### src/rtl/deser_pkg.sv
// Shared definitions for the serial deserializer: bit-order
// selectors and counter sizing helper.
package deser_pkg;

    localparam int DESER_LSB_FIRST = 0;
    localparam int DESER_MSB_FIRST = 1;

    function automatic int clog2_min1(input int n);
        int w;
        w = $clog2(n);
        return (w < 1) ? 1 : w;
    endfunction

endpackage

### src/rtl/deser_shift_core.sv
// Serial shift register and bit counter with frame resync.
// Flags completion of each WIDTH-bit word combinationally.
module deser_shift_core
    import deser_pkg::*;
#(
    parameter int WIDTH     = 8,
    parameter int MSB_FIRST = DESER_LSB_FIRST,
    parameter int CNT_W     = clog2_min1(WIDTH)
) (
    input  logic             clk,
    input  logic             reset,
    input  logic             din_i,
    input  logic             din_valid_i,
    input  logic             sync_i,
    output logic             word_done_o,
    output logic [WIDTH-1:0] word_data_o,
    output logic [CNT_W-1:0] bit_cnt_o
);

    localparam logic [CNT_W-1:0] LAST = CNT_W'(WIDTH - 1);

    logic [WIDTH-1:0] sr_q, sr_d, shifted;
    logic [CNT_W-1:0] cnt_q, cnt_d;

    generate
        if (MSB_FIRST == DESER_MSB_FIRST) begin : g_msb
            assign shifted = {sr_q[WIDTH-2:0], din_i};
        end else begin : g_lsb
            assign shifted = {din_i, sr_q[WIDTH-1:1]};
        end
    endgenerate

    // A sync bit always starts a fresh word, so it can never complete one.
    always_comb begin
        sr_d        = sr_q;
        cnt_d       = cnt_q;
        word_done_o = 1'b0;
        if (din_valid_i) begin
            sr_d = shifted;
            if (sync_i) begin
                cnt_d = CNT_W'(1);
            end else if (cnt_q == LAST) begin
                cnt_d       = '0;
                word_done_o = 1'b1;
            end else begin
                cnt_d = cnt_q + CNT_W'(1);
            end
        end else if (sync_i) begin
            cnt_d = '0;
        end
    end

    always_ff @(posedge clk or negedge reset) begin
        if (!reset) begin
            sr_q  <= '0;
            cnt_q <= '0;
        end else begin
            sr_q  <= sr_d;
            cnt_q <= cnt_d;
        end
    end

    assign word_data_o = shifted;
    assign bit_cnt_o   = cnt_q;

endmodule

### src/rtl/serial_deserializer.sv
// Serial-to-parallel converter: one-entry valid/ready holding
// register on top of the shift core, with sticky drop flag.
module serial_deserializer
    import deser_pkg::*;
#(
    parameter int WIDTH     = 8,
    parameter int MSB_FIRST = DESER_LSB_FIRST,
    localparam int CNT_W    = clog2_min1(WIDTH)
) (
    input  logic             clk,
    input  logic             reset,
    input  logic             din,
    input  logic             din_valid,
    input  logic             sync,
    output logic [WIDTH-1:0] dout,
    output logic             dout_valid,
    input  logic             dout_ready,
    output logic [CNT_W-1:0] bit_cnt,
    output logic             overflow,
    input  logic             clr_ovf
);

    logic             word_done;
    logic [WIDTH-1:0] word_data;
    logic [WIDTH-1:0] dout_q, dout_d;
    logic             valid_q, valid_d;
    logic             ovf_q, ovf_d;
    logic             slot_free;

    deser_shift_core #(
        .WIDTH     (WIDTH),
        .MSB_FIRST (MSB_FIRST),
        .CNT_W     (CNT_W)
    ) u_core (
        .clk         (clk),
        .reset       (reset),
        .din_i       (din),
        .din_valid_i (din_valid),
        .sync_i      (sync),
        .word_done_o (word_done),
        .word_data_o (word_data),
        .bit_cnt_o   (bit_cnt)
    );

    assign slot_free = !valid_q || dout_ready;

    // A fresh overflow outranks a clear on the same edge.
    always_comb begin
        dout_d  = dout_q;
        valid_d = valid_q;
        ovf_d   = clr_ovf ? 1'b0 : ovf_q;
        if (word_done) begin
            if (slot_free) begin
                dout_d  = word_data;
                valid_d = 1'b1;
            end else begin
                ovf_d = 1'b1;
            end
        end else if (valid_q && dout_ready) begin
            valid_d = 1'b0;
        end
    end

    always_ff @(posedge clk or negedge reset) begin
        if (!reset) begin
            dout_q  <= '0;
            valid_q <= 1'b0;
            ovf_q   <= 1'b0;
        end else begin
            dout_q  <= dout_d;
            valid_q <= valid_d;
            ovf_q   <= ovf_d;
        end
    end

    assign dout       = dout_q;
    assign dout_valid = valid_q;
    assign overflow   = ovf_q;

endmodule

### config.mk
export PLATFORM = sky130hd
export DESIGN_NAME = serial_deserializer
export DESIGN_NICKNAME = d
export VERILOG_FILES = /design/src/rtl/deser_pkg.sv /design/src/rtl/deser_shift_core.sv /design/src/rtl/serial_deserializer.sv
export SDC_FILE = /design/constraint.sdc
export NUM_CORES = 1
export LEC_CHECK = 0
export CAP_MARGIN = 10
export CORE_MARGIN = 5
export CORE_UTILIZATION = 50
export CTS_BUF_LIST = sky130_fd_sc_hd__clkbuf_8 sky130_fd_sc_hd__clkbuf_16
export CTS_CLUSTER_DIAMETER = 200
export DETAILED_ROUTE_END_ITERATION = 6
export PLACE_DENSITY_LB_ADDON = 0.2
export SKIP_CTS_REPAIR_TIMING = 1
export SYNTH_ARGS = -nofsm -noshare
export SYNTH_HDL_FRONTEND = slang
export SYNTH_SLANG_ARGS = --single-unit
### constraint.sdc
create_clock -name clk -period 3.6 [get_ports clk]
set_clock_uncertainty 0.05 [all_clocks]
set_input_delay 1.08 -clock clk [delete_from_list [all_inputs] [get_ports clk]]
set_output_delay 1.08 -clock clk [all_outputs]
set_load 0.03 [all_outputs]
==> impl_metrics.toml, run 1 <==
[outcome]
status = "complete, no violations"

[die]
ioPinCount = 20
rows = 14
die-area_um2 = 2610
core-area_um2 = 1560
die_x_um = 51.1
start_util = 0.542
die-height_um = 51.1

[placement]
dp.cells = 88
place_area_um2 = 1050
io_buffers = 19
post-place-ws_ns = 0.829
gp_congestion = 0.660
hpwl_um = 971

[sta]
worstMarginPinSlew_ns = 0.852
rsz0062_at_grt = "no"
hold_slack_ns = 0.462
finalWorstSetupSlack_ns = 1.09
drv_slew = 0
hold_violations = 0
setup_tns_ns = 0
max_freq_mhz = 399
setup_viol = 0
fin_crit_ns = 2.51
slew_headroom = 0.430
final_min_period_over_clock_period = 0.696

[cells_and_area]
syn2layout_area_growth_pct = 28.7
final_core_util = 0.697
layout_commonest_cell = "dfrtp_1"
stdcell_count = 91
final_cell_mix = "dfrtp_1, clkdlybuf4s50_1, mux2_4"
drive_gt1_frac = 0.293
postLayoutCellArea_um2 = 1090
n_fill_cell = 113
nets = 86
antennaDiodeCount = 0

[grt]
grt_pass1_vias = 495
grt_usage = 0.120
grt_max_degree = 21
grt_pass1_wl_um = 2320
antenna_found_initial = 0
grt.overflow.total = 0

[routing]
post_drt_via_cell_ratio = 5.03
postRouteAntennaNets = 0
wirelength_um = 1320
drc = 0
wire_per_inst_um = 14.5
dr.pass1.iters = 2
drt_iter0_markers = 1
vias = 458

[clock_network]
cts_sinks = 20
numCtsBuffers = 3
clockRootBuffer = "clkbuf_8"
cts.path.max_buffers = 2
path_clk_slew_ns = 0.06
h-tree-depth = 1
clock_latency_ns = 0.25
tritoncts = "built"

[power_and_ir_drop]
ir_drop_mv = 0.287
power_frac_comb = 0.149
internal_power_mw = 0.364
clkPwrFrac = 0.288
pwr-share-seq = 0.564
cellLeakagePower_nw = 0.520
power_switching_mw = 0.108
switching_share = 0.230
cellPowerDensity_nw_per_um2 = 435
power_mw = 0.473

[logic_synthesis]
ys_top_cells_by_area = "dfrtp_1, mux2_4, mux2_2"
synth_area_um2 = 845
synthesis.nets = 63
yosysWarnings = 0
yosys.area_share.adder = 0.0296
synth.distinct_cells = 15
synthMuxAreaShare = 0.259
synth_compound_area_frac = 0.0133
synthXorXnorAreaFrac = 0
netlist_instances = 54
synth_top_family_by_area = "multiplexers"
ys_seq_area_frac = 0.593
synth_largest_area_cell = "dfrtp_1"
synthSimpleGateAreaFrac = 0.0815
avgSynthCellArea_um2 = 15.6
synth_top_area_share = 0.593
synth-seq-cells = 20

[worst_setup_path]
crit_type = "input pin to register"
reg2reg_depth = 5
worstSetupEndpointType = "register"
path_buf_inv = 1
critPathMaxStageDelay_ns = 0.48
crit_fanout = 8
cp.required_ns = 3.68
crit_slowest_cell = "clkdlybuf4s50_1"
path_depth = 4
arrival_ns = 2.59
crit_family = "simple AND/OR/NAND/NOR gates"
crit_chain = "clkdlybuf4s50_1, nand3b_4, nor2b_2, mux2_4"
startpoint_type = "input pin"

[hold_path]
hold_depth = 1
hold_class = "register to register"

[flow_run]
cap_viol_max_count = 0
==> synth_stat cells <==
library cell and instances:
buf_2 1, buf_6 1, dfrtp_1 20, ha_1 2
inv_1 1, mux2_2 7, mux2_4 8, mux2i_1 2
nand2_1 3, nand2b_4 1, nand3b_4 1, nor2_1 4
nor2b_2 1, o21ai_0 1, o22ai_1 1
==> worst paths after layout <==
check / from / slack [ns] / to
setup / recovery: sync / 1.09 / dout[4]
hold / removal: u_core.sr_q[1] / 0.46 / dout[0]
setup reg to reg: u_core.bit_cnt_o[0] / 1.70 / dout[4]
hold reg to reg: u_core.sr_q[1] / 0.46 / dout[0]
max in group asynchronous: reset / 1.71 / u_core.sr_q[4]
min in group asynchronous: reset / 1.27 / dout[2]
==> registers in the layout (all words and copies together) (netlist names) <==
register	cells
dout	8
u_core.sr_q	7
overflow	1
u_core.bit_cnt_o	3
dout_valid	1
==> cell families (layout without fill, tap and decap cells) <==
group | count (synthesis) | count (layout)
flops | 20 | 20
mux | 17 | 17
simple gates | 10 | 10
buf+inv | 3 | 24
fa+ha+maj | 2 | 2
compound gates | 2 | 2
==> final cells by class <==
cell class / count / area (um2) / share of cell area
multi-input cells: 31 / 324 / 0.298
repair buffers: 20 / 198 / 0.182
well taps: 16 / 20.0 / 0.0184
inverters: 1 / 3.75 / 0.00345
flip-flops and latches: 20 / 500 / 0.460
clock buffers: 3 / 41.3 / 0.0380
==> worst reg2reg max path, delay by kind of cell, from the launching register on <==
kind	cells	cell delay, ns
adders and majority gates	2	0.40
DFF	1	0.41
muxes	1	0.35
and+or+nand+nor	2	0.58
==> metal layers <==
metal,up-vias,GRT usage,part of all wire
li1,226,-,-
met1,217,0.165,0.47
met2,13,0.172,0.46
met3,2,0.0320,0.065
met4,0,0.0673,0.0091
met5,-,0,0
==> power by group through the flow <==
stage	combinational [mW]	sequential [mW]	clock [mW]
6_report	0.0703	0.266	0.136
5_1_grt	0.0763	0.270	0.153
4_1_cts	0.0718	0.267	0.143
3_5_place_dp	0.0714	0.271	0
3_3_place_gp	0.0699	0.270	0
2_1_floorplan	0.0318	0.278	0
Note: power is estimated with default switching activity, not from simulation.
==> run 2: changes to the inputs <==
Settings changed: CORE_UTILIZATION 50 to 47.
Clock period 3.6 ns to 2.37 ns, I/O delays scaled along.
==> run 2 against run 1 <==
  * Clock power is 140% higher
  * Sequential power is 52% higher
  * Non-clock buffer count is 2 higher
  * First-iteration DRC count grew to 3.0 times the previous value
  * Via count is 1.7% higher
  * Critical path depth is 3 lower
  * Core utilization is 2.8 points lower
  * Largest power group unchanged
  * Highest routed layer unchanged
==> impl_metrics.toml, run 2 (same netlist as run 1, synthesis figures left out) <==
[grt]
grt.overflow.total = 0
grt_pass1_wl_um = 2210
grt_max_degree = 21
grt_usage = 0.110
antenna_found_initial = 0
grt_pass1_vias = 509

[worst_setup_path]
rr_startpoint = "u_core.bit_cnt_o[0]"
crit_chain = "clkdlybuf4s50_1"
r2r_end = "dout[7]"
critPathMaxStageDelay_ns = 0.69
r2r_slack_ns = 0.72
crit_fanout = 4
path_buf_inv = 1
arrival_ns = 1.35
reg2reg_depth = 6
startpoint_type = "register"
worstSetupEndpointType = "output pin"
cp.required_ns = 1.61
crit_slowest_cell = "clkdlybuf4s50_1"
crit_family = "buffers and inverters"
crit_type = "register to output pin"

[hold_path]
hold_class = "register to register"
worstHoldEndpoint = "dout[0]"
hold_depth = 1
hp-start = "u_core.sr_q[1]"

[placement]
post-place-ws_ns = 0.181
gp_congestion = 0.700
io_buffers = 19
place_area_um2 = 1080

[routing]
vias = 466
post_drt_via_cell_ratio = 4.52
drt_iter0_markers = 3
dr.pass1.iters = 3
drc = 0
wire_per_inst_um = 12.7
wirelength_um = 1310
postRouteAntennaNets = 0

[power_and_ir_drop]
cellLeakagePower_nw = 0.547
cellPowerDensity_nw_per_um2 = 730
ir_drop_mv = 0.449

[cells_and_area]
multi_input_area_um2 = 324
final_cell_mix = "dfrtp_1, clkdlybuf4s50_1, mux2_4"
drive_gt1_frac = 0.321
layout_commonest_cell = "dfrtp_1"
nets = 88
antennaDiodeCount = 0
n_fill_cell = 143
syn2layout_area_growth_pct = 36.9
register_area_um2 = 500
largest_reg_flops = 8
final_core_util = 0.670
postLayoutCellArea_um2 = 1160

[clock_network]
numCtsBuffers = 3
clock_latency_ns = 0.25
clockRootBuffer = "clkbuf_8"
path_clk_slew_ns = 0.07
cts.path.max_buffers = 2
cts_sinks = 20
h-tree-depth = 1
tritoncts = "built"

[sta]
worstMarginPinSlew_ns = 0.313
max_freq_mhz = 474
setup_tns_ns = 0
drv_slew = 0
fin_crit_ns = 2.11
rsz0062_at_grt = "no"
slew_headroom = 0.791
final_min_period_over_clock_period = 0.890
setup_viol = 0
hold_violations = 0
finalWorstSetupSlack_ns = 0.261

[die]
rows = 15
core-area_um2 = 1730
ioPinCount = 20
die-area_um2 = 2740
die_x_um = 52.4
start_util = 0.489
die-height_um = 52.4

[outcome]
status = "complete, no violations"

[flow_run]
cap_viol_max_count = 0
==> run 2: final cells by class <==
type	instances	share of cell area
Sequential cell	20	0.433
Clock inverter	1	0.0260
Tap cell	25	0.0271
Clock buffer	3	0.0357
Inverter	1	0.00325
Multi-Input combinational cell	31	0.280
Timing Repair Buffer	22	0.195
==> run 2: worst max path at each step <==
stage	slack [ns]	end	cells past startpoint	from
2_1_floorplan	0.62	dout[0]	6	u_core.bit_cnt_o[0]
3_3_place_gp	0.22	dout[7]	5	sync
3_5_place_dp	0.18	dout[1]	5	sync
6_report	0.26	bit_cnt[0]	1	u_core.bit_cnt_o[0]
5_1_grt	0.20	bit_cnt[0]	1	u_core.bit_cnt_o[0]
4_1_cts	0.24	bit_cnt[0]	1	u_core.bit_cnt_o[0]
==> run 2: layer usage <==
metal / vias up / global-route usage / share of wire
li1: 232 / - / -
met1: 221 / 0.149 / 0.48
met2: 11 / 0.174 / 0.45
met3: 2 / 0.0228 / 0.057
met4: 0 / 0.0383 / 0.0077
met5: - / 0 / 0
==> run 2: power by group <==
group	internal (mW)	leakage (nW)	switching [mW]
sequential	0.379	0.261	0.0252
clock	0.225	0.0357	0.107
combinational	0.0619	0.250	0.0456
==> run 2: stage by stage <==
step	hold slack [ns]	cells	total power, mW
5_1_grt	0.470	103	0.885
6_report	0.449	103	0.843
4_1_cts	0.457	103	0.855
3_5_place_dp	0.442	99	0.520
2_1_floorplan	0.365	54	0.470
3_3_place_gp	0.439	99	0.518
==> run 3: changes to the inputs <==
Settings changed: TNS_END_PERCENT set to 30.
==> results of run 3 <==
The final DEF is identical to that of run 2; final timing and power are the same.
